**src/rtl/loop_counter_pkg.sv**
```systemverilog
// loop_counter shared definitions: state encoding and widths.
// Optional abort input is enabled by LOOP_COUNTER_ABORT_EN.
package loop_counter_pkg;

  localparam int STATE_W = 2;

  typedef enum logic [STATE_W-1:0] {
    S_IDLE = 2'd0,
    S_RUN  = 2'd1,
    S_DONE = 2'd2
  } state_t;

endpackage

```
**src/rtl/loop_counter_if.sv**
```systemverilog
// loop_counter handshake bundle: start/bounds in, index stream out.
// Optional abort signal is present when LOOP_COUNTER_ABORT_EN is defined.
interface loop_counter_if #(
  parameter int DATAWIDTH = 8
);

  logic                 start;
  logic [DATAWIDTH-1:0] init;
  logic [DATAWIDTH-1:0] limit;
  logic                 out_ready;
`ifdef LOOP_COUNTER_ABORT_EN
  logic                 abort;
`endif
  logic [DATAWIDTH-1:0] count;
  logic                 out_valid;
  logic                 busy;
  logic                 done;

`ifdef LOOP_COUNTER_ABORT_EN
  modport master (
    output start, init, limit, out_ready, abort,
    input  count, out_valid, busy, done
  );

  modport slave (
    input  start, init, limit, out_ready, abort,
    output count, out_valid, busy, done
  );
`else
  modport master (
    output start, init, limit, out_ready,
    input  count, out_valid, busy, done
  );

  modport slave (
    input  start, init, limit, out_ready,
    output count, out_valid, busy, done
  );
`endif

endinterface

```
**src/rtl/loop_counter_inc.sv**
```systemverilog
// loop_counter incrementer: produces count+1, wrapping mod 2^DATAWIDTH.
// Termination is decided by the caller's equality compare, not this wrap.
module loop_counter_inc
  import loop_counter_pkg::*;
#(
  parameter int DATAWIDTH = 8
) (
  input  logic [DATAWIDTH-1:0] a_i,
  output logic [DATAWIDTH-1:0] y_o
);

  assign y_o = a_i + DATAWIDTH'(1);

endmodule

```
**src/rtl/loop_counter.sv**
```systemverilog
// loop_counter: walks an index from init to limit inclusive over valid/ready.
// Define LOOP_COUNTER_ABORT_EN to add an abort input that ends a loop early.
module loop_counter
  import loop_counter_pkg::*;
#(
  parameter int DATAWIDTH = 8
) (
  input logic          Clk,
  input logic          Rst,
  loop_counter_if.slave bus
);

  state_t               state_q;
  state_t               state_d;
  logic [DATAWIDTH-1:0] count_q;
  logic [DATAWIDTH-1:0] count_d;
  logic [DATAWIDTH-1:0] limit_q;
  logic [DATAWIDTH-1:0] limit_d;
  logic [DATAWIDTH-1:0] count_inc;
  logic                 xfer;

  loop_counter_inc #(
    .DATAWIDTH(DATAWIDTH)
  ) u_inc (
    .a_i(count_q),
    .y_o(count_inc)
  );

  assign xfer = (state_q == S_RUN) & bus.out_ready;

  // Next-state, next-count and bound capture.
  always_comb begin
    state_d = state_q;
    count_d = count_q;
    limit_d = limit_q;
    unique case (state_q)
      S_IDLE: begin
        if (bus.start) begin
          count_d = bus.init;
          limit_d = bus.limit;
          if (bus.init <= bus.limit) begin
            state_d = S_RUN;
          end else begin
            state_d = S_DONE;
          end
        end
      end
      S_RUN: begin
        if (xfer) begin
          if (count_q == limit_q) begin
            state_d = S_DONE;
          end else begin
            count_d = count_inc;
          end
        end
`ifdef LOOP_COUNTER_ABORT_EN
        if (bus.abort) begin
          state_d = S_DONE;
          count_d = count_q;
        end
`endif
      end
      S_DONE: begin
        state_d = S_IDLE;
      end
      default: begin
        state_d = S_IDLE;
      end
    endcase
  end

  // State, index and bound registers.
  always_ff @(posedge Clk or negedge Rst) begin
    if (!Rst) begin
      state_q <= S_IDLE;
      count_q <= '0;
      limit_q <= '0;
    end else begin
      state_q <= state_d;
      count_q <= count_d;
      limit_q <= limit_d;
    end
  end

  assign bus.count     = count_q;
  assign bus.out_valid = (state_q == S_RUN);
  assign bus.busy      = (state_q != S_IDLE);
  assign bus.done      = (state_q == S_DONE);

endmodule
```
**src/flat_wrapper.sv**
```systemverilog
// flat-port wrapper written by rule: the top's interface ports become plain ports
module loop_counter_flat import loop_counter_pkg::*;
#(
  parameter int DATAWIDTH = 8
)
  (Clk, Rst, bus_start, bus_init, bus_limit, bus_out_ready, bus_count, bus_out_valid, bus_busy, bus_done);
  loop_counter_if #(.DATAWIDTH(DATAWIDTH)) bus_i ();
  input logic Clk;
  input logic Rst;
  input wire logic [$bits(bus_i.start)-1:0] bus_start;
  input wire logic [$bits(bus_i.init)-1:0] bus_init;
  input wire logic [$bits(bus_i.limit)-1:0] bus_limit;
  input wire logic [$bits(bus_i.out_ready)-1:0] bus_out_ready;
  output wire logic [$bits(bus_i.count)-1:0] bus_count;
  output wire logic [$bits(bus_i.out_valid)-1:0] bus_out_valid;
  output wire logic [$bits(bus_i.busy)-1:0] bus_busy;
  output wire logic [$bits(bus_i.done)-1:0] bus_done;
  assign bus_i.start = bus_start;
  assign bus_i.init = bus_init;
  assign bus_i.limit = bus_limit;
  assign bus_i.out_ready = bus_out_ready;
  assign bus_count = bus_i.count;
  assign bus_out_valid = bus_i.out_valid;
  assign bus_busy = bus_i.busy;
  assign bus_done = bus_i.done;
  loop_counter #(.DATAWIDTH(DATAWIDTH)) u_core (.Clk(Clk), .Rst(Rst), .bus(bus_i));
endmodule
```
**config.mk**
```make
export PLATFORM = sky130hd
export DESIGN_NAME = loop_counter_flat
export DESIGN_NICKNAME = d
export VERILOG_FILES = /design/src/rtl/loop_counter_pkg.sv /design/src/rtl/loop_counter_if.sv /design/src/rtl/loop_counter_inc.sv /design/src/rtl/loop_counter.sv /design/src/flat_wrapper.sv
export SDC_FILE = /design/constraint.sdc
export NUM_CORES = 1
export LEC_CHECK = 0
export ABC_AREA = 0
export BUFFER_PORTS_ARGS = -buffer_cell sky130_fd_sc_hd__buf_2
export CAP_MARGIN = 15
export CORE_UTILIZATION = 50
export DETAILED_ROUTE_END_ITERATION = 10
export PLACE_DENSITY = 0.86
export SLEW_MARGIN = 0
export SYNTH_ARGS = -nofsm -noshare
export SYNTH_HDL_FRONTEND = slang
export SYNTH_SLANG_ARGS = --single-unit
```
**constraint.sdc**
```tcl
create_clock -name Clk -period 4.1 [get_ports Clk]
set_clock_uncertainty 0.1 [all_clocks]
set_input_delay 1.025 -clock Clk [delete_from_list [all_inputs] [get_ports Clk]]
set_output_delay 1.025 -clock Clk [all_outputs]
set_load 0.02 [all_outputs]
```
# After elaboration in Yosys (flattened, before gate mapping)
# Cells that the tools add are included.
op_classes:
  bitwise: 1
  order_cmp: 1
  mux: 9
  n_eq_ne: 7
  reduce_logical: 6
  addsub: 1
ops:
  columns: ["op", "count"]
  rows:
  - ["$mux W8", 3]
  - ["$pmux W8 S2", 1]
  - ["$add A8 B1 Y8 const B", 1]
  - ["$eq A8 B8 Y1", 1]
  - ["$le A8 B8 Y1", 1]
  - ["$mux W2", 4]
  - ["$ne A2 B1 Y1 const B", 2]
  - ["$ne A2 B2 Y1 const B", 2]
  - ["$pmux W2 S2", 1]
  - ["$reduce_and A4 Y1", 1]
  - ["$reduce_bool A2 Y1", 2]
  - ["$reduce_and A3 Y1", 1]
  - ["$eq A2 B1 Y1 const B", 1]
  - ["$eq A2 B2 Y1 const B", 1]
  - ["$logic_not A2 Y1", 1]
  - ["$reduce_and A2 Y1", 1]
  - ["$and A1 B1 Y1", 1]
word_totals:
  wordCells: 28
  out_inout_bits: 11
  ff_bits: 18

# Depth between registers and ports, before layout
# Gate-level depths: netlist of run 1.
logic_depth:
  depth_word: 4
  ltp_mapped: 7
  ltp_nobuf: 6

# Modules after synthesis
# Synthesis of run 1 repeated with hierarchy kept, for this count alone.
hier_totals:
  cells_unflattened: 109
  hier_area_um2: 1202.4
by_module_without_submodules:
  columns: ["mod", "seq_area_each_um2", "instances", "area_each_um2", "cells_each"]
  rows:
  - ["loop_counter", 450.4, 1, 1086.0, 93]
  - ["loop_counter_inc", 0.0, 1, 116.4, 16]

# Worst setup path before layout of run 1
# Ideal clock, no wire load.
synth_timing:
  path_type: "input to register"
  start: "input bus_limit[1]"
  end: "register u_core.state_q[1]"
  path_slack_ns: 1.901
  n_path_buf: 0
  path_stages: 6
  arrival_time_ns: 1.973
  setup_ns: 0.126
  cell_sequence: "inv_1 ha_1 nor2b_1 o211ai_1 a211oi_1 o311a_1"
synth_via:
  elab_chain_len: 4
synth_lines:
  columns: ["item", "line_no", "text"]
  rows:
  - ["from (decl)", "flat_wrapper.sv:12", "input wire logic [$bits(bus_i.limit)-1:0] bus_limit;"]
  - ["$le A8 B8 Y1", "loop_counter.sv:41", "if (bus.init <= bus.limit) begin"]
  - ["$mux W2", "loop_counter.sv:41", null]
  - ["$mux W2", "loop_counter.sv:38", "if (bus.start) begin"]
  - ["$pmux W2 S2", "loop_counter.sv:36", "unique case (state_q)"]
  - ["to (signal assigned)", "loop_counter.sv:79", "state_q <= state_d;"]
  - ["to (decl)", "loop_counter.sv:13", "state_t state_q;"]
# Every way passes these cells. The select of a mux whose other input is x is not followed.
# A chain may end at the register's enable or synchronous reset.

# Final worst setup path of run 1
layout_timing:
  start: "register u_core.state_q[1]"
  end: "output bus_out_valid"
layout_via:
  elab_chain_len: 1
layout_lines:
  columns: ["item", "line_no", "text"]
  rows:
  - ["$eq A2 B1 Y1", "loop_counter.sv:86", "assign bus.out_valid = (state_q == S_RUN);"]
  - ["to (decl)", "flat_wrapper.sv:15", "output wire logic [$bits(bus_i.out_valid)-1:0] bus_out_valid;"]
# Every way passes these cells.

==> qor_table.md, run 1 <==
| Parameter | Value |
|---|---|
| Run status | finished clean |
| Post-route DRC | 0 |
| Count of mapped cells out of synthesis | 133 |
| Ys Warns | 0 |
| Chip Height | 52.5 um |
| Non-filler instance count after layout | 188 |
| Data arrival time of the critical path | 1620 ps |
| Final Cycle Share | 0.670 |
| Wire length after detailed routing | 3090 um |
| Endpoint type of the worst setup path | output port |
| First-pass GRT wire length | 5130 um |
| Net switching power | 527 uW |
| Flip-flop and latch count after synthesis | 18 |
| Most used cells in the layout excluding fill and tap cells | sky130_fd_sc_hd__buf_2, sky130_fd_sc_hd__dfrtp_1, sky130_fd_sc_hd__inv_1 |
| Required time of the critical path | 2970 ps |
| Resize count post-CTS | 0 |
| Unique cell type count in the Yosys netlist | 39 |
| Remaining antenna violation count | 0 |
| Internal power | 560 uW |
| Total setup violations reported at the end of the flow | 0 |
| Global-route usage over all layers | 0.255 |
| Min Hold Slack | 438 ps |
| Number of placed I/O pins | 31 |
| Synth Flop Type | sky130_fd_sc_hd__dfrtp_1 |
| Cell Rows | 17 |
| Fraction of power consumed by the clock network | 0.082 |
| Die width | 52.5 um |
| Placement Cell Area | 0.00143 mm^2 |
| Accumulated negative setup slack | 0 ps |
| Hold-fix buffer count after cts | 0 |
| Worst setup SP type | flop |
| Final hold violations | 0 |
| Number of global-route vias before repair | 1,136 |
| Post-Syn Nets | 162 |
| Worst slew margin relative to its limit | 0.428 |
| IO buf count | 30 |
| Starting Density | 0.550 |
| Post-synthesis instance area | 0.00128 mm^2 |
| Count of inserted antenna diode cells | 0 |
| Total via count in the routed design | 1,160 |
| Total clock buffers created by CTS | 3 |
| Share of layout cells above drive strength 1 | 0.250 |
| Average cell area after synthesis | 9.60 um^2 |
| Sequential share of the synthesized area | 0.353 |
| Number of setup buffers added after CTS | 0 |
| First-pass iteration count of the detailed router | 4 |
| Number of antenna violations at the first check in global routing | 0 |
| Post-route design area | 0.00145 mm^2 |
| Post-synth ARST share | 1.00 |
| Slew at the pin closest to its max-slew limit | 854 ps |
| Combinational fraction of design power | 0.548 |
| Post-synth EDFFs | 0 |
| Total gr overflow | 0 |
| Clock input transition at the sequential cells of the worst setup and hold paths | 110 ps |
| Static leakage | 0.000671 uW |
| Number of placed instances, taps included | 185 |
| Path type of the worst min-delay path | flop to flop |
| Wirelength per Cell | 16.4 um |
| Htree depth | 1 |
| Relative contribution of sequential cells to total power | 0.370 |
| Largest net degree at the start of global routing | 19 |
| Minimum period implied by the final worst setup slack | 2750 ps |
| Standard cell core area | 0.00232 mm^2 |
| Post-layout total power | 1090 uW |
| Clock network latency to the later pin of the worst-skew pair | 300 ps |
| Clock Path Buffers | 2 |
| Detailed-route vias per instance | 6.17 |
| Die Footprint | 0.00276 mm^2 |
| Layout net count | 191 |
| Max Fclk | 364 MHz |
| RSZ-0062 raised after global routing | false |
| Synth-to-layout area growth | 13.6% |
| Most common cell after layout, fill and taps aside | sky130_fd_sc_hd__buf_2 |
| Clock root buffer | sky130_fd_sc_hd__clkbuf_4 |
| Maximum fanout encountered on the critical timing path | 10 |
| Switching fraction of total power | 0.485 |
| Max-cap check violation count | 0 |
| Kind of critical path | flop to output port |
| Peak supply drop | 0.000537 V |
| TritonCTS clock tree | yes |
| Placer's final routability congestion estimate | 0.912 |
| PD cells | 750 mW/mm^2 |
| Initial DRC count | 38 |
| Final max-slew violation count | 0 |
| Count of clock tree sinks | 18 |
| HPWL after DPL | 2350 um |
## power by group through the flow
stage	Sequential (uW)	Clock (uW)	Combinational, uW
finish	403	89.1	595
global route	413	96.9	650
CTS	398	89.9	592
detailed placement	402	0	586
global placement	394	0	565
floorplan	395	0	445
## final timing paths
kind / startpoint / cells after the start / slack (ps) / endpoint
setup / recovery: u_core.state_q[1]$_DFFE_PN0P_ / 3 / 1350 / bus_out_valid
hold / removal: u_core.limit_q[2]$_DFFE_PN0P_ / 1 / 440 / u_core.limit_q[2]$_DFFE_PN0P_
setup reg to reg: u_core.bus.count[3]$_DFFE_PN0P_ / 4 / 1970 / u_core.bus.count[1]$_DFFE_PN0P_
hold reg to reg: u_core.limit_q[2]$_DFFE_PN0P_ / 1 / 440 / u_core.limit_q[2]$_DFFE_PN0P_
max in group asynchronous: Rst / 1 / 3050 / u_core.limit_q[3]$_DFFE_PN0P_
min in group asynchronous: Rst / 1 / 540 / u_core.limit_q[5]$_DFFE_PN0P_
## routing by layer
metal / routed length (um) / share of wire / track usage
met1: 1340 / 0.43 / 0.335
met2: 1470 / 0.48 / 0.418
met3: 176 / 0.057 / 0.0290
met4: 106 / 0.034 / 0.114
met5: 0 / 0 / 0
## Yosys cell counts (all sizes together), types with 2 or more instances
master	number	area [um^2]
o21ai	6	30.0
dfrtp	18	450
a21oi	3	15.0
nand4	4	25.0
o211ai	5	37.5
nand3	6	30.0
a31o	2	17.5
mux2	9	101
o31ai	2	15.0
xnor2	8	70.1
nand2b	2	12.5
nor2	6	30.0
a22oi	3	22.5
inv	12	45.0
ha	9	113
a32o	3	30.0
nor3	3	20.0
nand2	9	33.8
and3	3	18.8
nor2b	2	12.5
buf	5	30.0
## registers in the layout, summed over array words and instances, names as in the netlist
name	cells
u_core.state_q	2
u_core.bus.count	8
u_core.limit_q	8
## cells by family (layout without fill, tap and decap cells)
| group | Yosys count | count (layout) | synth area share |
|---|---|---|---|
| adders and majority gates | 9 | 9 | 0.0882 |
| buffers and inverters | 18 | 45 | 0.0618 |
| xor gates and xnor gates | 8 | 8 | 0.0549 |
| muxes | 10 | 10 | 0.0971 |
| DFF | 18 | 18 | 0.353 |
| AOI/OAI and AO/OA | 32 | 32 | 0.186 |
| and+or+nand+nor | 38 | 38 | 0.159 |
## final cells by class
type	instances	area (um^2)
fill	199	868
multi-input combinational	97	747
sequential	18	450
timing repair buffer	30	150
inverter	12	45.0
tap	28	35.0
clock buffer	3	22.5
## worst max-delay path, stage by stage (launching register included)
cell and delay [ps]:
sky130_fd_sc_hd__dfrtp_1 590, sky130_fd_sc_hd__nand2b_1 380, sky130_fd_sc_hd__inv_2 160, sky130_fd_sc_hd__buf_2 200
## stage by stage
step	worst slack, ps	util
after detailed placement	1560	0.616
after floorplan	1900	-
after CTS	1400	0.625
after global placement	1650	0.616
final	1350	0.625
after global routing	1310	0.625
(Power assumes the default switching activity.)
==> run 2, diff against run 1 <==
--- a/config.mk
+++ b/config.mk
@@ -5,12 +5,12 @@
 export SDC_FILE = /design/constraint.sdc
 export NUM_CORES = 1
 export LEC_CHECK = 0
-export ABC_AREA = 0
+export ABC_AREA = 1
 export BUFFER_PORTS_ARGS = -buffer_cell sky130_fd_sc_hd__buf_2
 export CAP_MARGIN = 15
-export CORE_UTILIZATION = 50
+export CORE_UTILIZATION = 48
 export DETAILED_ROUTE_END_ITERATION = 10
-export PLACE_DENSITY = 0.86
+export PLACE_DENSITY = 0.87
 export SLEW_MARGIN = 0
 export SYNTH_ARGS = -nofsm -noshare
 export SYNTH_HDL_FRONTEND = slang
==> constraint.sdc (replaced) <==
create_clock -name Clk -period 2.25 [get_ports Clk]
set_clock_uncertainty 0.1 [all_clocks]
set_input_delay 0.5625 -clock Clk [delete_from_list [all_inputs] [get_ports Clk]]
set_output_delay 0.5625 -clock Clk [all_outputs]
set_load 0.02 [all_outputs]
==> qor_table.md, run 2 <==
| Parameter | Value | Change |
|---|---|---|
| Run status | finished clean | unchanged |
| Share of the synthesized area in the top cell type | 0.346 | was 0.353 |
| Worst path cell trace | inv_1, nand2_1, inv_1, buf_2 | was nand2b_1, inv_2, buf_2 |
| TritonCTS clock tree | yes | unchanged |
| Cell with the largest stage delay on the worst path | sky130_fd_sc_hd__dfrtp_1 | unchanged |
| Detailed-route vias per instance | 5.06 | was 6.17 |
| Total clock buffers created by CTS | 3 | unchanged |
| Accumulated negative setup slack | 0 ps | unchanged |
| Peak supply drop | 0.000654 V | was 0.000537 V |
| Die width | 54.1 um | was 52.5 um |
| Cell Rows | 18 | was 17 |
| Slew at the pin closest to its max-slew limit | 453 ps | was 854 ps |
| Max Fclk | 492 MHz |  |
| Number of cells traversed by the worst register-to-register path | 7 | was 4 |
| Gate family responsible for the most delay along the worst path | buffers and inverters | was flip-flops |
| Count of inserted antenna diode cells | 0 | unchanged |
| Flip-flop and latch count after synthesis | 18 | unchanged |
| HPWL after DPL | 2230 um | was 2350 um |
| Post-synth EDFFs | 0 | unchanged |
| Most common cell after layout, fill and taps aside | sky130_fd_sc_hd__nand2_1 | was sky130_fd_sc_hd__buf_2 |
| Clock Path Buffers | 2 | unchanged |
| Count of clock tree sinks | 18 | unchanged |
| Largest net degree at the start of global routing | 19 | unchanged |
| Post-route DRC | 0 | unchanged |
| Maximum fanout encountered on the critical timing path | 7 | was 10 |
| Number of setup buffers added after CTS | 0 | unchanged |
| Required time of the critical path | 1590 ps | was 2970 ps |
| Slack of the worst reg-to-reg path | 710 ps | was 1970 ps |
| Layout net count | 254 | was 191 |
| Worst slew margin relative to its limit | 0.697 | was 0.428 |
| Clock input transition at the sequential cells of the worst setup and hold paths | 100 ps | was 110 ps |
| Wirelength per Cell | 11.2 um | was 16.4 um |
| Number of filler instances in the final layout | 259 | was 199 |
| Post-route core utilization | 0.593 | was 0.625 |
| Clock network latency to the later pin of the worst-skew pair | 300 ps | about the same |
| Total buffers and inverters traversed by the critical path | 3 | was 2 |
| Footprint of the multi-input gates | 723 um^2 | was 747 um^2 |
| Worst setup SP type | flop | unchanged |
| Average cell area after synthesis | 6.78 um^2 | was 9.60 um^2 |
| Wire length after detailed routing | 2830 um | was 3090 um |
| Leading cell types by count after synthesis | sky130_fd_sc_hd__nand2_1, sky130_fd_sc_hd__inv_1, sky130_fd_sc_hd__dfrtp_1, sky130_fd_sc_hd__nand3_1, sky130_fd_sc_hd__nor2_1 | was sky130_fd_sc_hd__dfrtp_1, sky130_fd_sc_hd__inv_1, sky130_fd_sc_hd__ha_1, sky130_fd_sc_hd__mux2_1, sky130_fd_sc_hd__nand2_1 |
| Register cell area after layout | 450 um^2 | unchanged |
| Worst flop-to-flop path startpoint | u_core.bus.count[3]$_DFFE_PN0P_ | unchanged |
| Cell type with the largest total area after synthesis | sky130_fd_sc_hd__dfrtp_1 | unchanged |
| Stages on worst setup path | 4 | was 3 |
| Chip Height | 54.1 um | was 52.5 um |
| Static leakage | 0.000880 uW | was 0.000671 uW |
| Number of global-route vias before repair | 1,104 | was 1,136 |
| Number of antenna violations at the first check in global routing | 0 | unchanged |
| Most used cells in the layout excluding fill and tap cells | sky130_fd_sc_hd__nand2_1, sky130_fd_sc_hd__buf_2, sky130_fd_sc_hd__inv_1 | was sky130_fd_sc_hd__buf_2, sky130_fd_sc_hd__dfrtp_1, sky130_fd_sc_hd__inv_1 |
| Initial DRC count | 20 | was 38 |
| Ys Warns | 0 | unchanged |
| Total via count in the routed design | 1,281 | was 1,160 |
| Count of mapped cells out of synthesis | 192 | was 133 |
| Placer's final routability congestion estimate | 0.854 | was 0.912 |
| Htree depth | 1 | unchanged |
| Post-Syn Nets | 221 | was 162 |
| Kind of critical path | flop to output port | unchanged |
| Post-synthesis instance area | 0.00130 mm^2 | was 0.00128 mm^2 |
| Final Cycle Share | 0.903 |  |
| Resize count post-CTS | 0 | unchanged |
| Largest stage delay, worst path | 430 ps | was 590 ps |
| Starting Density | 0.516 | was 0.550 |
| Sequential share of the synthesized area | 0.346 | was 0.353 |
| Final hold violations | 0 | unchanged |
| Global-route usage over all layers | 0.226 | was 0.255 |
| Standard cell core area | 0.00252 mm^2 | was 0.00232 mm^2 |
| Remaining antenna violation count | 0 | unchanged |
| Hold-fix buffer count after cts | 0 | unchanged |
| Synth Flop Type | sky130_fd_sc_hd__dfrtp_1 | unchanged |
| Number of placed I/O pins | 31 | unchanged |
| Synth-to-layout area growth | 15.0% | was 13.6% |
| Most used cell, CP | sky130_fd_sc_hd__inv_1 |  |
| Ranking of synthesized cells by area | sky130_fd_sc_hd__dfrtp_1, sky130_fd_sc_hd__nand2_1, sky130_fd_sc_hd__ha_1 | was sky130_fd_sc_hd__dfrtp_1, sky130_fd_sc_hd__ha_1, sky130_fd_sc_hd__mux2_1 |
| Worst R2R End | u_core.bus.count[2]$_DFFE_PN0P_ | was u_core.bus.count[1]$_DFFE_PN0P_ |
| Clock root buffer | sky130_fd_sc_hd__clkbuf_4 | unchanged |
| Path type of the worst min-delay path | primary input to asynchronous set/reset pin | was flop to flop |
| IO buf count | 30 | unchanged |
| Die Footprint | 0.00292 mm^2 | was 0.00276 mm^2 |
| RSZ-0062 raised after global routing | false | unchanged |
| Post-synth ARST share | 1.00 | unchanged |
| Max-cap check violation count | 0 | unchanged |
| Final max-slew violation count | 0 | unchanged |
| Total setup violations reported at the end of the flow | 0 | unchanged |
| PD cells | 1230 mW/mm^2 | was 750 mW/mm^2 |
| Unique cell type count in the Yosys netlist | 25 | was 39 |
| First-pass GRT wire length | 4640 um | was 5130 um |
| Share of layout cells above drive strength 1 | 0.175 | was 0.250 |
| Minimum period implied by the final worst setup slack | 2030 ps |  |
| Endpoint type of the worst setup path | output port | unchanged |
| Data arrival time of the critical path | 1370 ps | was 1620 ps |
| First-pass iteration count of the detailed router | 4 | unchanged |
| Most frequent cell after synthesis | sky130_fd_sc_hd__nand2_1 | was sky130_fd_sc_hd__dfrtp_1 |
| Total gr overflow | 0 | unchanged |
[run 2: how the worst max path moves through the flow]
stage / from / to
after floorplan: bus_limit[5] / u_core.state_q[1]$_DFFE_PN0P_
after global placement: bus_init[7] / u_core.state_q[1]$_DFFE_PN0P_
final: u_core.state_q[1]$_DFFE_PN0P_ / bus_out_valid
after detailed placement: bus_init[7] / u_core.state_q[1]$_DFFE_PN0P_
after CTS: u_core.state_q[1]$_DFFE_PN0P_ / bus_out_valid
after global routing: u_core.state_q[1]$_DFFE_PN0P_ / bus_out_valid
[run 2: area by class of cell]
class	count	area share
sequential	18	0.301
clock buffer	3	0.0151
multi-input combinational	143	0.483
inverter	28	0.0702
tap	30	0.0251
timing repair buffer	31	0.105
[run 2: cells by family after synthesis]
| group | count (synthesis) | share of synthesized area |
|---|---|---|
| compound gates | 22 | 0.0914 |
| xor+xnor | 4 | 0.0269 |
| fa+ha+maj | 9 | 0.0865 |
| buf+inv | 31 | 0.0981 |
| flops | 18 | 0.346 |
| mux | 1 | 0.00769 |
| simple gates | 107 | 0.343 |
[run 2: where the power goes]
group          internal, uW  switching, uW  total, uW
sequential              478            190        668
clock                  62.5            104        167
combinational           376            625       1000
[run 2: worst register-to-register path, stage by stage, from the launching register on]
cell and delay (ps):
sky130_fd_sc_hd__dfrtp_1 480, sky130_fd_sc_hd__xnor2_1 190, sky130_fd_sc_hd__nand2_1 70, sky130_fd_sc_hd__nor2_1 160, sky130_fd_sc_hd__nand3_2 200, sky130_fd_sc_hd__nand2_4 170, sky130_fd_sc_hd__nand2_1 60, sky130_fd_sc_hd__o21ai_1 60
[run 2: per-stage QoR]
stage	hold slack [ps]	setup WS (ps)	instance area, um^2	power (uW)	cells
final	68.7	219	1500	1840	253
after global routing	100	162	1500	2010	253
after CTS	87.1	243	1500	1840	253
after detailed placement	397	368	1470	1670	250
after global placement	391	438	1470	1640	250
after floorplan	167	644	1300	1410	192
[run 2: layer usage]
layer  vias up  share of wire  global-route usage
met2        26           0.50               0.377
met5         -              0                   0
met3         5          0.022              0.0169
met4         0          0.019               0.103
li1        664              -                   -
met1       586           0.46               0.295
